## src/rtl/phase_seq_ctrl.sv

```systemverilog
// One-hot phase sequencer: issues a command per enabled phase, waits for its done flag,
// counts iterations up to a programmable limit and traps per-phase watchdog timeouts.
module phase_seq_ctrl #(
  parameter int unsigned N_PHASE = 8,
  parameter int unsigned ITER_W  = 8,
  parameter int unsigned TMO_W   = 16,
  localparam int unsigned PH_W   = $clog2(N_PHASE)
) (
  input  logic               clk,
  input  logic               reset_n,
  input  logic               start,
  input  logic               abort,
  input  logic [N_PHASE-1:0] phase_en,
  input  logic [ITER_W-1:0]  max_iter,
  input  logic [TMO_W-1:0]   tmo_limit,
  input  logic [N_PHASE-1:0] done_flags,
  output logic [N_PHASE-1:0] cmd_flags,
  output logic               dp_cnt_rst,
  output logic               busy,
  output logic               finished,
  output logic               timeout_err,
  output logic [PH_W-1:0]    err_phase,
  output logic [ITER_W-1:0]  iter_cnt
);

  typedef enum logic [1:0] {StIdle, StRun, StEnd, StErr} state_e;

  state_e             state_q, state_d;
  logic [PH_W-1:0]    p_q, p_d;
  logic [PH_W-1:0]    err_phase_q, err_phase_d;
  logic [N_PHASE-1:0] en_q, en_d;
  logic [ITER_W-1:0]  max_q, max_d;
  logic [ITER_W-1:0]  iter_q, iter_d;
  logic [TMO_W-1:0]   tmo_q, tmo_d;
  logic [TMO_W-1:0]   wd_q, wd_d;

  logic [PH_W-1:0]    low_in, low_cfg, nxt_en;
  logic               nxt_found;
  logic [PH_W:0]      p_ext;
  logic               p_oob, done_p, tmo_hit, start_ok;
  logic [ITER_W-1:0]  iter_inc;

  // Priority scan: lowest set bit of the live and latched masks, and next enabled above p.
  always_comb begin
    low_in    = '0;
    low_cfg   = '0;
    nxt_en    = '0;
    nxt_found = 1'b0;
    for (int i = N_PHASE - 1; i >= 0; i--) begin
      if (phase_en[i]) low_in = PH_W'(i);
      if (en_q[i]) low_cfg = PH_W'(i);
      if (en_q[i] && (i > int'(p_q))) begin
        nxt_en    = PH_W'(i);
        nxt_found = 1'b1;
      end
    end
  end

  always_comb begin
    p_ext    = {1'b0, p_q};
    p_oob    = (p_ext >= (PH_W + 1)'(N_PHASE));
    done_p   = !p_oob && done_flags[p_q];
    tmo_hit  = !p_oob && !done_p && (tmo_q != '0) && (wd_q == tmo_q - 1'b1);
    start_ok = start && (phase_en != '0);
    iter_inc = iter_q + 1'b1;
  end

  always_comb begin
    state_d     = state_q;
    p_d         = p_q;
    err_phase_d = err_phase_q;
    en_d        = en_q;
    max_d       = max_q;
    iter_d      = iter_q;
    tmo_d       = tmo_q;
    wd_d        = wd_q;
    if (abort) begin
      if (state_q != StIdle) state_d = StIdle;
    end else begin
      unique case (state_q)
        StIdle, StEnd: begin
          if (start_ok) begin
            state_d     = StRun;
            p_d         = low_in;
            en_d        = phase_en;
            max_d       = max_iter;
            tmo_d       = tmo_limit;
            iter_d      = '0;
            wd_d        = '0;
            err_phase_d = '0;
          end
        end
        StRun: begin
          if (p_oob) begin
            state_d = StIdle;
          end else if (done_p) begin
            wd_d = '0;
            if (nxt_found) begin
              p_d = nxt_en;
            end else begin
              iter_d = iter_inc;
              if ((max_q != '0) && (iter_inc == max_q)) state_d = StEnd;
              else p_d = low_cfg;
            end
          end else if (tmo_hit) begin
            state_d     = StErr;
            err_phase_d = p_q;
          end else begin
            wd_d = wd_q + 1'b1;
          end
        end
        StErr: begin
        end
        default: state_d = StIdle;
      endcase
    end
  end

  always_ff @(posedge clk or negedge reset_n) begin
    if (!reset_n) begin
      state_q     <= StIdle;
      p_q         <= '0;
      err_phase_q <= '0;
      en_q        <= '0;
      max_q       <= '0;
      iter_q      <= '0;
      tmo_q       <= '0;
      wd_q        <= '0;
    end else begin
      state_q     <= state_d;
      p_q         <= p_d;
      err_phase_q <= err_phase_d;
      en_q        <= en_d;
      max_q       <= max_d;
      iter_q      <= iter_d;
      tmo_q       <= tmo_d;
      wd_q        <= wd_d;
    end
  end

  always_comb begin
    cmd_flags   = (state_q == StRun && !p_oob) ? (N_PHASE'(1) << p_q) : '0;
    dp_cnt_rst  = (state_q == StRun) && (abort || done_p || tmo_hit);
    busy        = (state_q == StRun);
    finished    = (state_q == StEnd);
    timeout_err = (state_q == StErr);
    err_phase   = err_phase_q;
    iter_cnt    = iter_q;
  end

endmodule

```

## config.mk

```make
export PLATFORM = sky130hd
export DESIGN_NAME = phase_seq_ctrl
export DESIGN_NICKNAME = d
export VERILOG_FILES = /design/src/rtl/phase_seq_ctrl.sv
export SDC_FILE = /design/constraint.sdc
export NUM_CORES = 1
export LEC_CHECK = 0
export ABC_AREA = 1
export BUFFER_PORTS_ARGS = -buffer_cell sky130_fd_sc_hd__buf_4
export CAP_MARGIN = 20
export CORE_MARGIN = 10
export CORE_UTILIZATION = 35
export CTS_BUF_LIST = sky130_fd_sc_hd__clkbuf_8 sky130_fd_sc_hd__clkbuf_16
export CTS_CLUSTER_DIAMETER = 150
export DETAILED_ROUTE_END_ITERATION = 8
export PLACE_DENSITY = 0.58
export SYNTH_ARGS = -nofsm -noshare
export SYNTH_HDL_FRONTEND = slang
export SYNTH_SLANG_ARGS = --single-unit
export TNS_END_PERCENT = 5
```

## constraint.sdc

```tcl
create_clock -name clk -period 2.9 [get_ports clk]
set_clock_uncertainty 0.05 [all_clocks]
set_input_delay 0.145 -clock clk [delete_from_list [all_inputs] [get_ports clk]]
set_output_delay 0.145 -clock clk [all_outputs]
set_load 0.02 [all_outputs]
```

==> results of run 1 <==
## critical path, stage by stage, from the launching register on
cell and delay, ps:
dfrtp_1 380, inv_1 130, ha_1 230, nand2_1 100, nor2_1 220, nand3_1 110
nand2_1 80, inv_1 40, nor2_1 70, nand3_1 80, nor2_2 130, nand2_2 100
nand2_1 110, o21ai_0 120, inv_1 80, buf_4 130
## sequential cells by signal, indices dropped and copies added, names as in the netlist
signal and count:
wd_q 16, state_q 2, en_q 8, p_q 3
iter_cnt 8, err_phase 3, tmo_q 16, max_q 8
## metal layers
metal | wire length (um) | part of all wire | track usage | vias to the layer above
met1 | 5448 | 0.47 | 0.1735 | 1877
li1 | - | - | - | 2084
met3 | 613 | 0.052 | 0.04633 | 18
met5 | 0 | 0 | 0 | -
met2 | 5451 | 0.47 | 0.2316 | 98
met4 | 201 | 0.017 | 0.05167 | 0
## worst min-delay path by stage
stage | endpoint | startpoint | slack [ps] | depth (start not counted)
2_1_floorplan | en_q[0] | reset_n | -200 | 0
3_3_place_gp | en_q[4] | reset_n | 260 | 1
3_5_place_dp | en_q[7] | reset_n | 270 | 1
4_1_cts | tmo_q[2] | tmo_limit[2] | 2 | 3
5_1_grt | tmo_q[12] | tmo_limit[12] | 10 | 2
6_report | max_q[6] | max_iter[6] | 9 | 3
## cell families (layout without fill, tap and decap cells)
logic type	after synthesis	count (layout)	share of synthesized area
XOR/XNOR	26	26	0.05297
buffers and inverters	84	169	0.08003
AO/OA/AOI/OAI	88	88	0.1249
AND/OR/NAND/NOR	325	325	0.3344
adder cells (fa/ha/maj)	4	4	0.01164
flip-flops	64	64	0.3725
multiplexers	9	9	0.02357
## cell usage after synthesis, types with 7 or more instances
| master | n |
|---|---|
| nand4_1 | 7 |
| o21ai_1 | 8 |
| mux2_2 | 9 |
| inv_1 | 68 |
| xor2_1 | 18 |
| a21oi_1 | 25 |
| nand3_1 | 32 |
| o21ai_0 | 26 |
| xnor2_1 | 8 |
| dfrtp_1 | 64 |
| nor3_1 | 14 |
| nand2_1 | 149 |
| nor2_1 | 89 |
## area by class of cell
class	instances	area share
multi-input combinational	452	0.4378
sequential	64	0.2977
timing repair buffer	82	0.1210
inverter	71	0.04955
clock buffer	10	0.04443
tap	147	0.03419
clock inverter	6	0.01535
## where the power goes
group	internal, mW	leakage (nW)	switching (mW)
clock network	0.771	0.158	0.420
logic	0.905	1.63	1.46
registers	1.23	0.799	0.403
total	2.90	2.58	2.28
==> impl_metrics.csv, run 1 <==
group,metric,value,unit
outcome,status,"finished clean",
yosys,syn_area_per_cell,7.165,um^2
yosys,synth_top_area_frac,0.3725,
floorplanning,fp-row-count,40,
timing,slew_headroom,0.4315,
placed_design,routabilityCongestion,0.8814,
clock_tree,cts_tree,"done",
cells_and_area,finalNonFillerCells,832,
power,irDropWorstVdd,0.5012,mV
cells_and_area,fin_area,5379,um^2
global_route,grt_usage,0.1428,
worst_setup_path,startpoint_type,"register",
cells_and_area,layout_common_cells,"149 x nand2_1, 89 x nor2_1, 68 x inv_1, 68 x buf_4, 64 x dfrtp_1",
placed_design,dp.cells,802,
power,power,5.184,mW
power,leakage,2.583,nW
cells_and_area,fin_nets,728,
timing,period_share,0.9092,
yosys,synth_area,4299,um^2
worst_setup_path,crit_start,"tmo_q[0]",
power,cellPowerDensity,963.7,nW/um^2
yosys,syn_inst,600,
route,drt-total-wl,11.71,mm
floorplanning,start_util,0.3579,
cells_and_area,drive_gt1_frac,0.1942,
worst_setup_path,reg2reg_to,"wd_q[14]",
timing,hold_ws,8.833,ps
worst_setup_path,critical_path.max_fanout,4,
timing,worst_slack,263.3,ps
floorplanning,die_h,130.8,um
cells_and_area,num_antenna_cells,0,
hold_path,hp-class,"in -> reg",
yosys,synth-async-reset-ratio,1.000,
floorplanning,coreArea,12010,um^2
yosys,yosysSeqAreaShare,0.3725,
timing,final.setup.tns,0,ps
floorplanning,top_level_ports,67,
cells_and_area,multi_input_area,2355,um^2
global_route,grt-ovfl-total,0,
yosys,synthTopCellsByArea,"dfrtp_1 37%, nand2_1 13%, nor2_1 7.8%",
placed_design,io_buffers,66,
clock_tree,hold_buffers,14,
placed_design,hpwlAfterDp,8.775,mm
job,maxCapViolations,0,
timing,hold_violations,0,
global_route,grt_pass1_wl,19.51,mm
global_route,grt_pass1_vias,4149,
placed_design,post_dp_cell_area,4917,um^2
clock_tree,postCtsSetupBuffers,0,
route,first_iter_violations,228,
clock_tree,clock-sinks,64,
route,vias_per_cell,4.900,
clock_tree,cts_made_buffers,9,
yosys,ys.flop_type,"dfrtp_1",
clock_tree,cts_max_level,3,
cells_and_area,synthToLayoutAreaGrowth,25.12,%
worst_setup_path,arrival,2440,ps
cells_and_area,final_common_cell,"nand2_1",
worst_setup_path,crit_required,2710,ps
timing,tightest_slew,852.8,ps
worst_setup_path,crit_type,"reg -> out",
cells_and_area,final_core_util,0.4478,
route,wire_per_inst,14.08,um
timing,drv_slew,0,
floorplanning,die_w,130.8,um
clock_tree,clk-insertion-delay-late,340,ps
route,vias,4077,
global_route,grt_max_degree,65,
yosys,yosys.area.top_type,"dfrtp_1",
route,route.detailed.drc,0,
clock_tree,cts_root_buffer,"clkbuf_16",
timing,period_minus_slack,2637,ps
yosys,synth_edf_count,0,
timing,setup_viol,0,
floorplanning,fp.dieArea,17120,um^2
yosys,yosysWarnings,0,
timing,fmax,379.3,MHz
clock_tree,clk_pin_slew,60,ps
cells_and_area,seq_area,1602,um^2
route,antenna_left,0,
worst_setup_path,rr_startpoint,"tmo_q[0]",
worst_setup_path,rrSetupSlack,560,ps
worst_setup_path,critPathCapture,"dp_cnt_rst",
yosys,ys_types,43,
worst_setup_path,crit_path_end_kind,"output port",
global_route,antenna_found_initial,0,
clock_tree,clockBufferDepth,2,
route,dr.pass1.iters,5,
worst_setup_path,r2r_cells,15,
cells_and_area,nFillCells,1227,
yosys,syn-num-nets,648,
placed_design,pre_cts_slack,568.3,ps
clock_tree,post_cts_resized,0,
yosys,ys_ff_latch,64,
timing,rsz0062_at_grt,"no",
No activity file was read; power rests on OpenSTA's default activity.
==> run 2, diff against run 1 <==
--- a/config.mk
+++ b/config.mk
@@ -13,6 +13,7 @@
 export CTS_BUF_LIST = sky130_fd_sc_hd__clkbuf_8 sky130_fd_sc_hd__clkbuf_16
 export CTS_CLUSTER_DIAMETER = 150
 export DETAILED_ROUTE_END_ITERATION = 8
+export HOLD_SLACK_MARGIN = 0.03
 export PLACE_DENSITY = 0.58
 export SYNTH_ARGS = -nofsm -noshare
 export SYNTH_HDL_FRONTEND = slang
==> constraint.sdc (replaced) <==
create_clock -name clk -period 3.11 [get_ports clk]
set_clock_uncertainty 0.05 [all_clocks]
set_input_delay 0.1555 -clock clk [delete_from_list [all_inputs] [get_ports clk]]
set_output_delay 0.1555 -clock clk [all_outputs]
set_load 0.02 [all_outputs]
==> impl_metrics.csv, run 2 (synthesis gave the netlist of run 1 again) <==
group,metric,value,unit
cells_and_area,synthToLayoutAreaGrowth,27.21,%
timing,period_share,0.8581,
worst_setup_path,crit_type,"reg -> out",
global_route,grt-ovfl-total,0,
clock_tree,clock-sinks,64,
hold_path,hold_depth,3,
cells_and_area,final_common_cell,"nand2_1",
global_route,antenna_found_initial,0,
worst_setup_path,crit_family,"simple AND/OR/NAND/NOR gates",
clock_tree,post_cts_resized,0,
cells_and_area,seq_area,1602,um^2
cells_and_area,nFillCells,1190,
timing,setup_viol,0,
timing,fmax,374.7,MHz
cells_and_area,drive_gt1_frac,0.1916,
clock_tree,cts_max_level,3,
timing,worst_slack,441.2,ps
route,route.detailed.drc,0,
cells_and_area,reg_top3,"tmo_q: 16 flops, wd_q: 16 flops",
cells_and_area,fin_nets,737,
clock_tree,cts_tree,"done",
worst_setup_path,crit_path_top_delay_cell,"dfrtp_1",
cells_and_area,final_core_util,0.4553,
floorplanning,start_util,0.3579,
floorplanning,fp-row-count,40,
worst_setup_path,rrSetupSlack,760,ps
clock_tree,postCtsSetupBuffers,0,
worst_setup_path,r2r_cells,14,
global_route,grt_max_degree,65,
worst_setup_path,crit_required,2900,ps
global_route,grt_pass1_vias,4176,
hold_path,worstHoldStart,"tmo_limit[1]",
clock_tree,clk-insertion-delay-late,340,ps
hold_path,hp-class,"in -> reg",
floorplanning,fp.dieArea,17120,um^2
clock_tree,cts_root_buffer,"clkbuf_16",
worst_setup_path,startpoint_type,"register",
worst_setup_path,cp_cell_sequence,"inv_1, ha_1, nand2_1, nor2_1, nand3_1, nand2_1, inv_1, nor2_1, nand3_1, nor2_2, nand2_2, nand2_1, o21ai_0, inv_1, buf_4",
worst_setup_path,cp.buffers_inverters,4,
cells_and_area,num_antenna_cells,0,
floorplanning,die_h,130.8,um
floorplanning,die_w,130.8,um
worst_setup_path,critical_path.max_fanout,4,
clock_tree,cts_made_buffers,9,
worst_setup_path,rr_startpoint,"tmo_q[0]",
job,maxCapViolations,0,
worst_setup_path,crit_path_end_kind,"output port",
route,drt-total-wl,11.69,mm
placed_design,io_buffers,66,
floorplanning,top_level_ports,67,
worst_setup_path,critPathMaxStageDelay,380,ps
timing,hold_violations,0,
timing,period_minus_slack,2669,ps
route,vias,4071,
route,wire_per_inst,13.90,um
worst_setup_path,reg2reg_to,"wd_q[7]",
placed_design,hpwlAfterDp,8.718,mm
route,dr.pass1.iters,5,
power,irDropWorstVdd,0.5466,mV
cells_and_area,layout_common_cells,"149 x nand2_1, 89 x nor2_1, 68 x inv_1, 68 x buf_4, 64 x dfrtp_1",
global_route,grt_pass1_wl,19.63,mm
placed_design,routabilityCongestion,0.8926,
placed_design,dp.cells,802,
route,antenna_left,0,
route,vias_per_cell,4.841,
placed_design,pre_cts_slack,751.2,ps
cells_and_area,multi_input_area,2355,um^2
worst_setup_path,arrival,2460,ps
hold_path,min_to,"tmo_q[1]",
timing,final.setup.tns,0,ps
clock_tree,clk_pin_slew,50,ps
route,first_iter_violations,235,
timing,drv_slew,0,
timing,slew_headroom,0.4253,
global_route,grt_usage,0.1430,
timing,rsz0062_at_grt,"no",
outcome,status,"finished clean",
clock_tree,clockBufferDepth,2,
power,cellPowerDensity,884.3,nW/um^2
power,leakage,2.621,nW
timing,tightest_slew,862.1,ps
floorplanning,coreArea,12010,um^2
cells_and_area,finalNonFillerCells,841,
[run 2: layout make-up]
type | instances | share of cell area
Clock buffer | 10 | 0.04370
Clock inverter | 6 | 0.01510
Sequential cell | 64 | 0.2928
Tap cell | 147 | 0.03363
Inverter | 71 | 0.04873
Multi-Input combinational cell | 452 | 0.4306
Timing Repair Buffer | 91 | 0.1354
[run 2: worst max-delay path by stage]
stage / depth (start not counted) / from / endpoint / slack, ps
floorplan: 15 / tmo_q[0] / wd_q[7] / 1030
global placement: 10 / p_q[0] / wd_q[7] / 870
detailed placement: 15 / tmo_q[0] / wd_q[14] / 750
CTS: 15 / tmo_q[0] / dp_cnt_rst / 420
global route: 15 / tmo_q[0] / dp_cnt_rst / 160
finish: 15 / tmo_q[0] / dp_cnt_rst / 440
[run 2: per-stage QoR]
step | power (mW) | hold slack (ps) | area, um^2
floorplan | 3.111 | -190.1 | 4299
global placement | 3.690 | 273.0 | 4917
detailed placement | 3.728 | 276.3 | 4917
CTS | 4.879 | 32.25 | 5469
global route | 5.225 | 49.04 | 5469
finish | 4.836 | 39.38 | 5469
[run 2: power by group]
group	switching [mW]	internal, mW
clock	0.384	0.719
combinational	1.37	0.851
sequential	0.373	1.14
total	2.12	2.71
[run 2: what timing repair did]
item,4_1_cts,5_1_grt
hold endpoints to repair,86,0
hold buffers,23,0
setup endpoints to repair,0,0
[run 2: metal layers]
| layer | vias to the layer above | global-route usage | share of wire | wire length, um |
|---|---|---|---|---|
| met5 | - | 0 | 0 | 0 |
| met2 | 85 | 0.2331 | 0.47 | 5444 |
| met4 | 0 | 0.04971 | 0.019 | 223 |
| met3 | 24 | 0.04835 | 0.050 | 580 |
| met1 | 1853 | 0.1724 | 0.47 | 5446 |
| li1 | 2109 | - | - | - |
[run 2: worst register-to-register path, delay by kind of cell (launching register included)]
kind | cells | cell delay, ps
AOI/OAI and AO/OA | 1 | 220
adders and majority gates | 1 | 230
buffers and inverters | 2 | 160
DFF | 1 | 380
and+or+nand+nor | 10 | 1200
